<file path="src/rtl/clkgen_div_n_pkg.sv">
// Shared definitions for the clkgen_div_n clock-divider / enable generator.
// Holds default geometry and the control-priority decode used by every register group.
package clkgen_div_n_pkg;

    localparam int DEF_NUM_DIV = 3;
    localparam int DEF_HP_W    = 8;

    typedef enum logic [1:0] {
        ACT_RESET = 2'd0,
        ACT_SYNC  = 2'd1,
        ACT_RUN   = 2'd2,
        ACT_HOLD  = 2'd3
    } ctrl_act_e;

    // Reset beats sync, sync beats enable; both divider paths must agree on this order.
    function automatic ctrl_act_e decode_ctrl(input logic reset_L,
                                              input logic sync,
                                              input logic en);
        if (!reset_L) begin
            return ACT_RESET;
        end else if (sync) begin
            return ACT_SYNC;
        end else if (en) begin
            return ACT_RUN;
        end
        return ACT_HOLD;
    endfunction

endpackage

</file>
<file path="src/rtl/clkgen_div_n_if.sv">
// Control and output bundle of clkgen_div_n; the master side drives en/sync/div_half
// and observes the divided clocks, strobes and lock indication.
interface clkgen_div_n_if #(
    parameter int NUM_DIV = 3,
    parameter int HP_W    = 8
);
    logic               en;
    logic               sync;
    logic [HP_W-1:0]    div_half;
    logic [NUM_DIV-1:0] clk_div;
    logic [NUM_DIV-1:0] rise_stb;
    logic               clk_prog;
    logic               prog_stb;
    logic               locked;

    modport master (
        output en, sync, div_half,
        input  clk_div, rise_stb, clk_prog, prog_stb, locked
    );

    modport slave (
        input  en, sync, div_half,
        output clk_div, rise_stb, clk_prog, prog_stb, locked
    );
endinterface

</file>
<file path="src/rtl/clkgen_div_n_prog_div.sv">
// Programmable half-period divider: clk_prog toggles every max(shadow,1) enabled cycles.
// div_half is captured into shadow only at a toggle, so a running half-period always completes.
module clkgen_prog_div
    import clkgen_div_n_pkg::*;
#(
    parameter int HP_W = DEF_HP_W
) (
    input  logic            clk,
    input  logic            reset_L,
    input  logic            en,
    input  logic            sync,
    input  logic [HP_W-1:0] div_half,
    output logic            clk_prog,
    output logic            prog_stb
);

    logic [HP_W-1:0] hp_cnt;
    logic [HP_W-1:0] shadow;
    logic [HP_W-1:0] eff;
    logic [HP_W-1:0] limit;
    logic            wrap;
    ctrl_act_e       act;

    // >= rather than == keeps a shrunken half-period from running past its limit.
    always_comb begin
        act   = decode_ctrl(reset_L, sync, en);
        eff   = (shadow == '0) ? HP_W'(1) : shadow;
        limit = eff - HP_W'(1);
        wrap  = (hp_cnt >= limit);
    end

    always_ff @(posedge clk) begin
        unique case (act)
            ACT_RESET, ACT_SYNC: begin
                hp_cnt   <= '0;
                shadow   <= div_half;
                clk_prog <= 1'b0;
                prog_stb <= 1'b0;
            end
            ACT_RUN: begin
                if (wrap) begin
                    hp_cnt   <= '0;
                    shadow   <= div_half;
                    clk_prog <= ~clk_prog;
                    prog_stb <= ~clk_prog;
                end else begin
                    hp_cnt   <= hp_cnt + HP_W'(1);
                    prog_stb <= 1'b0;
                end
            end
            default: begin
                prog_stb <= 1'b0;
            end
        endcase
    end

    always_ff @(posedge clk) begin
        assert (!prog_stb || clk_prog);
    end

endmodule

</file>
<file path="src/rtl/clkgen_div_n.sv">
// Fully synchronous clock-divider / enable generator: binary divided clocks straight from
// one free-running counter, per-bit rising strobes, lock indication and a programmable divider.
module clkgen_div_n
    import clkgen_div_n_pkg::*;
#(
    parameter int NUM_DIV = DEF_NUM_DIV,
    parameter int HP_W    = DEF_HP_W
) (
    input  logic          clk,
    input  logic          reset_L,
    clkgen_div_n_if.slave bus
);

    localparam logic [NUM_DIV-1:0] CNT_MAX = '1;

    logic [NUM_DIV-1:0] cnt;
    logic [NUM_DIV-1:0] cnt_next;
    logic [NUM_DIV-1:0] rise_stb;
    logic               locked;
    logic               clk_prog;
    logic               prog_stb;
    ctrl_act_e          act;

    always_comb begin
        act      = decode_ctrl(reset_L, bus.sync, bus.en);
        cnt_next = cnt + NUM_DIV'(1);
    end

    // The counter bits are the divided clocks, so each output is a flop with no decode glitch.
    always_ff @(posedge clk) begin
        unique case (act)
            ACT_RESET, ACT_SYNC: begin
                cnt      <= '0;
                rise_stb <= '0;
                locked   <= 1'b0;
            end
            ACT_RUN: begin
                cnt      <= cnt_next;
                rise_stb <= cnt_next & ~cnt;
                if (cnt == CNT_MAX) begin
                    locked <= 1'b1;
                end
            end
            default: begin
                rise_stb <= '0;
            end
        endcase
    end

    clkgen_prog_div #(
        .HP_W(HP_W)
    ) u_prog_div (
        .clk      (clk),
        .reset_L  (reset_L),
        .en       (bus.en),
        .sync     (bus.sync),
        .div_half (bus.div_half),
        .clk_prog (clk_prog),
        .prog_stb (prog_stb)
    );

    assign bus.clk_div  = cnt;
    assign bus.rise_stb = rise_stb;
    assign bus.locked   = locked;
    assign bus.clk_prog = clk_prog;
    assign bus.prog_stb = prog_stb;

    always_ff @(posedge clk) begin
        assert ((rise_stb & ~cnt) == '0);
    end

endmodule
</file>
<file path="src/flat_wrapper.sv">
// flat-port wrapper written by rule: the top's interface ports become plain ports
module clkgen_div_n_flat import clkgen_div_n_pkg::*;
#(
    parameter int NUM_DIV = DEF_NUM_DIV,
    parameter int HP_W    = DEF_HP_W
)
  (clk, reset_L, bus_en, bus_sync, bus_div_half, bus_clk_div, bus_rise_stb, bus_clk_prog, bus_prog_stb, bus_locked);
  clkgen_div_n_if #(.NUM_DIV(NUM_DIV), .HP_W(HP_W)) bus_i ();
  input  logic clk;
  input  logic reset_L;
  input wire logic [$bits(bus_i.en)-1:0] bus_en;
  input wire logic [$bits(bus_i.sync)-1:0] bus_sync;
  input wire logic [$bits(bus_i.div_half)-1:0] bus_div_half;
  output wire logic [$bits(bus_i.clk_div)-1:0] bus_clk_div;
  output wire logic [$bits(bus_i.rise_stb)-1:0] bus_rise_stb;
  output wire logic [$bits(bus_i.clk_prog)-1:0] bus_clk_prog;
  output wire logic [$bits(bus_i.prog_stb)-1:0] bus_prog_stb;
  output wire logic [$bits(bus_i.locked)-1:0] bus_locked;
  assign bus_i.en = bus_en;
  assign bus_i.sync = bus_sync;
  assign bus_i.div_half = bus_div_half;
  assign bus_clk_div = bus_i.clk_div;
  assign bus_rise_stb = bus_i.rise_stb;
  assign bus_clk_prog = bus_i.clk_prog;
  assign bus_prog_stb = bus_i.prog_stb;
  assign bus_locked = bus_i.locked;
  clkgen_div_n #(.NUM_DIV(NUM_DIV), .HP_W(HP_W)) u_core (.clk(clk), .reset_L(reset_L), .bus(bus_i));
endmodule
</file>
<file path="config.mk">
export PLATFORM = sky130hd
export DESIGN_NAME = clkgen_div_n_flat
export DESIGN_NICKNAME = d
export VERILOG_FILES = /design/src/rtl/clkgen_div_n_pkg.sv /design/src/rtl/clkgen_div_n_if.sv /design/src/rtl/clkgen_div_n_prog_div.sv /design/src/rtl/clkgen_div_n.sv /design/src/flat_wrapper.sv
export SDC_FILE = /design/constraint.sdc
export NUM_CORES = 1
export LEC_CHECK = 0
export ABC_AREA = 1
export CAP_MARGIN = 20
export CORE_MARGIN = 2
export CORE_UTILIZATION = 37
export CTS_CLUSTER_SIZE = 20
export DETAILED_ROUTE_END_ITERATION = 8
export PLACE_DENSITY = 0.55
export SETUP_SLACK_MARGIN = 0.4
export SYNTH_ARGS = -nofsm -noshare
export SYNTH_HDL_FRONTEND = slang
export SYNTH_SLANG_ARGS = --single-unit
</file>
<file path="constraint.sdc">
create_clock -name clk -period 5.6 [get_ports clk]
set_input_delay 0.56 -clock clk [delete_from_list [all_inputs] [get_ports clk]]
set_output_delay 0.56 -clock clk [all_outputs]
set_load 0.01 [all_outputs]
</file>
After elaboration in Yosys (flattened, before gate mapping)

Index checks and enable logic that the tools add are counted.

Register bits after elaboration: 25
Output and inout bits: 9

Add/subtract/negate cells: 3
$lt $le $gt $ge: 1
Equality and inequality tests: 5
Multiplexer cells: 17
Bitwise logic cells: 3
Reduce and logical (&&, ||, !) cells: 7

Operator list:

| cell                                                   | count |
|---|---|
| case mux 8 bit (2 select lines)                        | 2 |
| 2-to-1 mux 8 bit                                       | 3 |
| adder 8 x 1 -> 8 bit (second input constant)           | 1 |
| greater-or-equal comparator 8 bit                      | 1 |
| logical NOT 8 bit                                      | 1 |
| 2-to-1 mux 2 bit                                       | 4 |
| subtractor 8 x 1 -> 8 bit (second input constant)      | 1 |
| case mux 3 bit (2 select lines)                        | 1 |
| AND reduction 2 bit                                    | 3 |
| 2-to-1 mux 1 bit                                       | 5 |
| case mux 1 bit (2 select lines)                        | 2 |
| adder 3 x 1 -> 3 bit (second input constant)           | 1 |
| AND 3 bit                                              | 1 |
| == test 3 bit (second input constant)                  | 1 |
| NOT 3 bit                                              | 1 |
| == test 2 x 1 -> 1 bit (second input constant)         | 1 |
| == test 2 bit (second input constant)                  | 1 |
| logical NOT 2 bit                                      | 1 |
| inequality test 2 x 1 -> 1 bit (second input constant) | 1 |
| inequality test 2 bit (second input constant)          | 1 |
| nonzero test 2 bit                                     | 1 |
| OR reduction 2 bit                                     | 1 |
| NOT 1 bit                                              | 1 |

Logic depth before layout (Yosys ltp)

Depth after elaboration: 8
Gate-level depth with buffers: 19
Gate-level depth less buffers: 19

Modules after synthesis

Synthesis repeated with hierarchy kept, for this count alone.

Cells, all modules: 159
Area, all modules: 1472.7 um^2

Modules (own cells, without submodules):

| module          | instances | cells an instance | area each (um^2) |
|---|---|---|---|
| clkgen_prog_div | 1         | 130               | 1168.6 |
| clkgen_div_n    | 1         | 29                | 304.0 |

Least setup slack after synthesis

Ideal clock, no wire load.

Path type: register -> register
Start: register u_core.u_prog_div.shadow[3]
End: register u_core.u_prog_div.clk_prog (enable)
Library setup time: 0.334 ns
Arrival: 2.285 ns
Data required time: 5.266 ns
Slack: 2.981 ns
Cell stages (with the launch flop): 20
Path buffers: 0
Clock period less this slack: 2.619 ns
Cell sequence: edfxtp_1 inv_2 nand2_1 nor2_1 nand2_1 nand2_1 inv_2 ha_1 nand3_1 xor2_1 inv_1 ha_1 nand2_1 inv_1 nand2_1 nor2_1 nor2_4 nand2_1 nand2_1 nand2_1

Longest elaborated chain between the ends: 6

RTL lines:

| item                                       | line                        | source |
|---|---|---|
| start: declaration                         | clkgen_div_n_prog_div.sv:18 | `logic [HP_W-1:0] shadow;` |
| start signal: assignment                   | clkgen_div_n_prog_div.sv:36 | `shadow <= div_half;` |
| start signal: assignment                   | clkgen_div_n_prog_div.sv:43 | `shadow <= div_half;` |
| logical NOT 8 bit                          | clkgen_div_n_prog_div.sv:27 | `eff = (shadow == '0) ? HP_W'(1) : shadow;` |
| 2-to-1 mux 8 bit (*)                       | clkgen_div_n_prog_div.sv:27 |  |
| subtractor 8 x 1 -> 8 bit (*)              | clkgen_div_n_prog_div.sv:28 | `limit = eff - HP_W'(1);` |
| greater-or-equal comparator 8 bit (*)      | clkgen_div_n_prog_div.sv:29 | `wrap = (hp_cnt >= limit);` |
| inequality test 2 bit (no source line) (*) | --                          |  |
| AND reduction 2 bit (no source line) (*)   | --                          |  |
| end signal: assignment                     | clkgen_div_n_prog_div.sv:44 | `clk_prog <= ~clk_prog;` |
| end: declaration                           | clkgen_div_n_prog_div.sv:13 | `output logic clk_prog,` |

Every way passes the cells marked *; elsewhere a longest branch is shown, timed or not.
A chain may end at the register's enable or synchronous reset.

Worst setup path after layout

Start: register u_core.u_prog_div.shadow[3]
End: register u_core.u_prog_div.shadow[6] (enable)

Longest elaborated chain between the ends: 6

RTL lines:

| item                                       | line |
|---|---|
| logical NOT 8 bit                          | clkgen_div_n_prog_div.sv:27 |
| 2-to-1 mux 8 bit (*)                       | clkgen_div_n_prog_div.sv:27 |
| subtractor 8 x 1 -> 8 bit (*)              | clkgen_div_n_prog_div.sv:28 |
| greater-or-equal comparator 8 bit (*)      | clkgen_div_n_prog_div.sv:29 |
| inequality test 2 bit (no source line) (*) | -- |
| AND reduction 2 bit (no source line) (*)   | -- |

Marked as above.

==> results by group <==
Job
  – MaxCap Viol Count: 0

Layout
  – Layout cell share with drive strength beyond 1: 15.3%
  – Syn-to-layout area delta: 21.2%
  – Fill cells: 356
  – Final #Nets: 203
  – Final Cell Area: 0.00175 mm²
  – # diodes: 0

Timing
  – FMAX: 340 MHz
  – Hold_ws: 0.525 ns
  – Clk_skew: 0.0103 ns
  – Setup TNS: 0 ns
  – Max_slew headroom: 66.8%
  – Slew at the pin closest to its max-slew limit: 0.496 ns
  – Setup ws final: 2.66 ns
  – Part of the cycle the worst path needs: 52.6%
  – Setup violators final: 0
  – Final Slew Violations: 0
  – Crit path time final: 2.94 ns
  – Hold Fails Final Rpt: 0
  – Unrepaired setup endpoints after global routing: false

Floorplan
  – Die H: 66.5 µm
  – Io pins: 21
  – Die W: 66.5 µm
  – FP Rows: 22
  – DIE AREA: 0.00443 mm²
  – Core area: 0.00372 mm²
  – Starting Density: 38.9%

Detailed routing
  – Vias per inst: 4.50
  – Avg WL per Cell: 11.2 µm
  – Routed Antenna Nets: 0
  – # DRC: 0
  – DRT Pass-1 Iters: 4
  – Routed Wire Length: 2510 µm
  – DR vias: 1008
  – 1st-iter DRT viols: 45

Placed design
  – GPL Wtd Cong: 0.823
  – Cell Area, Placed: 0.00171 mm²
  – DP HPWL: 1980 µm
  – Placement Setup Slack: 2.66 ns
  – PortBufs: 20

CTS
  – Worst-Skew Late Latency: 0.27 ns
  – TritonCTS Buffers: 3
  – Resized Gates After CTS: 0
  – Postcts setup bufs: 0
  – Cts hold-fix bufs: 0
  – H-tree depth: 1
  – Clk sinks: 25
  – Clock Tree Buf Depth: 2
  – Clock transition at path regs: 0.09 ns
  – Root buffer cell: clkbuf_8
  – TritonCTS clock tree: built

Power and ir drop
  – Maximum vdd drop: 86.3 µV
  – Sw frac: 25.0%
  – Pleak: 0.774 nW
  – Sequential share of power: 57.1%
  – Sw power: 96.1 µW
  – Comb power frac: 15.4%
  – Pwr Density: 220 mW/mm²
  – Internal power: 289 µW
  – Total power: 385 µW
  – Clock power share: 27.5%

Setup path
  – Startpoint Class: register
  – CP max stage cell: edfxtp_1
  – Reg-to-reg slack, setup: 2.66 ns
  – Crit Reg-Reg Startpoint: u_core.u_prog_div.shadow[3]
  – Critical Path End Type: register
  – Crit path buf inv count: 4
  – Required time worst endpoint: 5.53 ns
  – Crit path max fanout: 9
  – CP Cell Sequence: inv_2 > nand2_1 > nor2_1 > nand2_1 > nand2_1 > inv_2 > ha_1 > nand3_1 > xor2_1 > inv_1 > ha_1 > nand2_1 > inv_1 > nand2_1 > nor2_1 > nor2_4 > nand2_1 > nand2_1 > nand2_1
  – Worst r2r dst: u_core.u_prog_div.shadow[6]
  – CP most frequent cell: nand2_1
  – Slowest stage delay, CP: 0.42 ns
  – Worst path depth: 19
  – CP arrival: 2.88 ns
  – Worst Setup Path Type: reg2reg
  – Cell family with the largest share of critical-path delay: simple AND/OR/NAND/NOR gates
  – Worst Reg-to-Reg Cells: 19

Global routing
  – Vias in the first global route: 1013
  – First-pass GRT wire length: 4410 µm
  – Initial antenna violation count: 0
  – Largest net degree at the start of global routing: 15
  – Grt ovf: 0
  – GR Util All Layers: 13.2%

Hold path
  – Hold Crit Start: u_core.bus.clk_div[0]
  – WHS Endpoint: u_core.bus.rise_stb[0]
  – Hold Crit Class: reg2reg
  – Hold Path Stages: 1

Synthesis
  – Sequential element share of the synthesized area: 49.1%
  – Count of cell types in the netlist: 22
  – Syn Inst Count: 152
  – Netlist Area Pre-Place: 0.00145 mm²
  – Avg Inst Size Synth: 9.52 µm²
  – Yosys reg bits: 25
  – Net Count, Synth: 178
  – YS warnings: 0

Status
  – Status: finished clean
## worst reg2reg max path, delay by kind of cell (launching register included)
kind          cells  cell delay [ns]
fa+ha+maj         2             0.49
flops             1             0.42
simple gates     12             1.30
xor+xnor          1             0.16
buf+inv           4             0.26
## placed cells by master, fill, tap and decap left out, types with 2 or more instances in the layout
| master | Yosys | final |
|---|---|---|
| dfxtp_1 | 4 | 4 |
| xnor2_1 | 4 | 4 |
| clkdlybuf4s50_1 | 0 | 20 |
| inv_1 | 20 | 20 |
| nor2_4 | 3 | 3 |
| nand4_1 | 3 | 3 |
| xor2_1 | 4 | 4 |
| nand3_1 | 6 | 6 |
| edfxtp_1 | 21 | 21 |
| nand2_1 | 35 | 35 |
| a21oi_1 | 2 | 2 |
| inv_2 | 8 | 8 |
| nor2_1 | 11 | 11 |
| clkbuf_8 | 0 | 3 |
| ha_1 | 14 | 14 |
| nor2_2 | 9 | 9 |
## sequential cells by signal, indices dropped and copies added (netlist names)
signal	flops
u_core.u_prog_div.hp_cnt	8
u_core.u_prog_div.shadow	8
u_core.bus.clk_div	3
u_core.bus.rise_stb	3
u_core.bus.locked	1
u_core.u_prog_div.clk_prog	1
u_core.u_prog_div.prog_stb	1
## worst max-delay path by stage
stage	endpoint	startpoint	slack, ns
5_1_grt	u_core.u_prog_div.shadow[0]	u_core.u_prog_div.shadow[3]	2.38
3_5_place_dp	u_core.u_prog_div.shadow[1]	u_core.u_prog_div.shadow[3]	2.66
3_3_place_gp	u_core.u_prog_div.shadow[0]	u_core.u_prog_div.shadow[3]	2.70
2_1_floorplan	u_core.u_prog_div.clk_prog	u_core.u_prog_div.shadow[3]	2.98
4_1_cts	u_core.u_prog_div.shadow[1]	u_core.u_prog_div.shadow[3]	2.64
6_report	u_core.u_prog_div.shadow[6]	u_core.u_prog_div.shadow[3]	2.66
## cell usage after synthesis, drive strengths merged
cell type	number	share of area (%)
a21boi	1	0.52
a21oi	2	0.69
clkinv	1	0.26
dfxtp	4	5.5
edfxtp	21	44
ha	14	12
inv	28	7.3
nand2	37	10
nand3	7	3.3
nand3b	1	0.52
nand4	3	1.3
nor2	23	9.1
nor3	1	0.35
o21ai	1	0.35
xnor2	4	2.4
xor2	4	2.4
## per-layer routing
layer / track usage, % / vias to the layer above / wire (µm)
met4: 3.06 / 0 / 8
li1: - / 534 / -
met2: 22.8 / 19 / 1210
met3: 3.38 / 2 / 110
met5: 0 / - / 0
met1: 16.4 / 453 / 1180
## cells by family (layout without fill, tap and decap cells)
group	after synthesis	after routing	share of synthesized area [%]
compound gates	4	4	1.56
xor+xnor	8	8	4.84
fa+ha+maj	14	14	12.1
buf+inv	29	53	7.53
flops	25	25	49.1
simple gates	72	72	24.8
## per-stage QoR
step | instances | util, %
2_1_floorplan | 152 | -
3_3_place_gp | 220 | 45.9
5_1_grt | 224 | 47.2
6_report | 224 | 47.2
3_5_place_dp | 220 | 45.9
4_1_cts | 224 | 47.2
## power by group through the flow
stage	logic [mW]	clock network [mW]	registers, mW
after floorplan	0.0366	0	0.224
after global placement	0.0582	0	0.224
after detailed placement	0.0599	0	0.224
after CTS	0.0602	0.111	0.220
after global routing	0.0680	0.119	0.221
final	0.0594	0.106	0.220
## cell type report
class | count | area [µm²] | area share [%]
clock buffers | 3 | 41.3 | 2.36
clock inverters | 1 | 5.00 | 0.286
inverters | 29 | 109 | 6.21
multi-input cells | 98 | 627 | 35.8
flip-flops and latches | 25 | 711 | 40.5
well taps | 48 | 60.1 | 3.43
repair buffers | 20 | 200 | 11.4
Note: power is estimated with default switching activity, not from simulation.
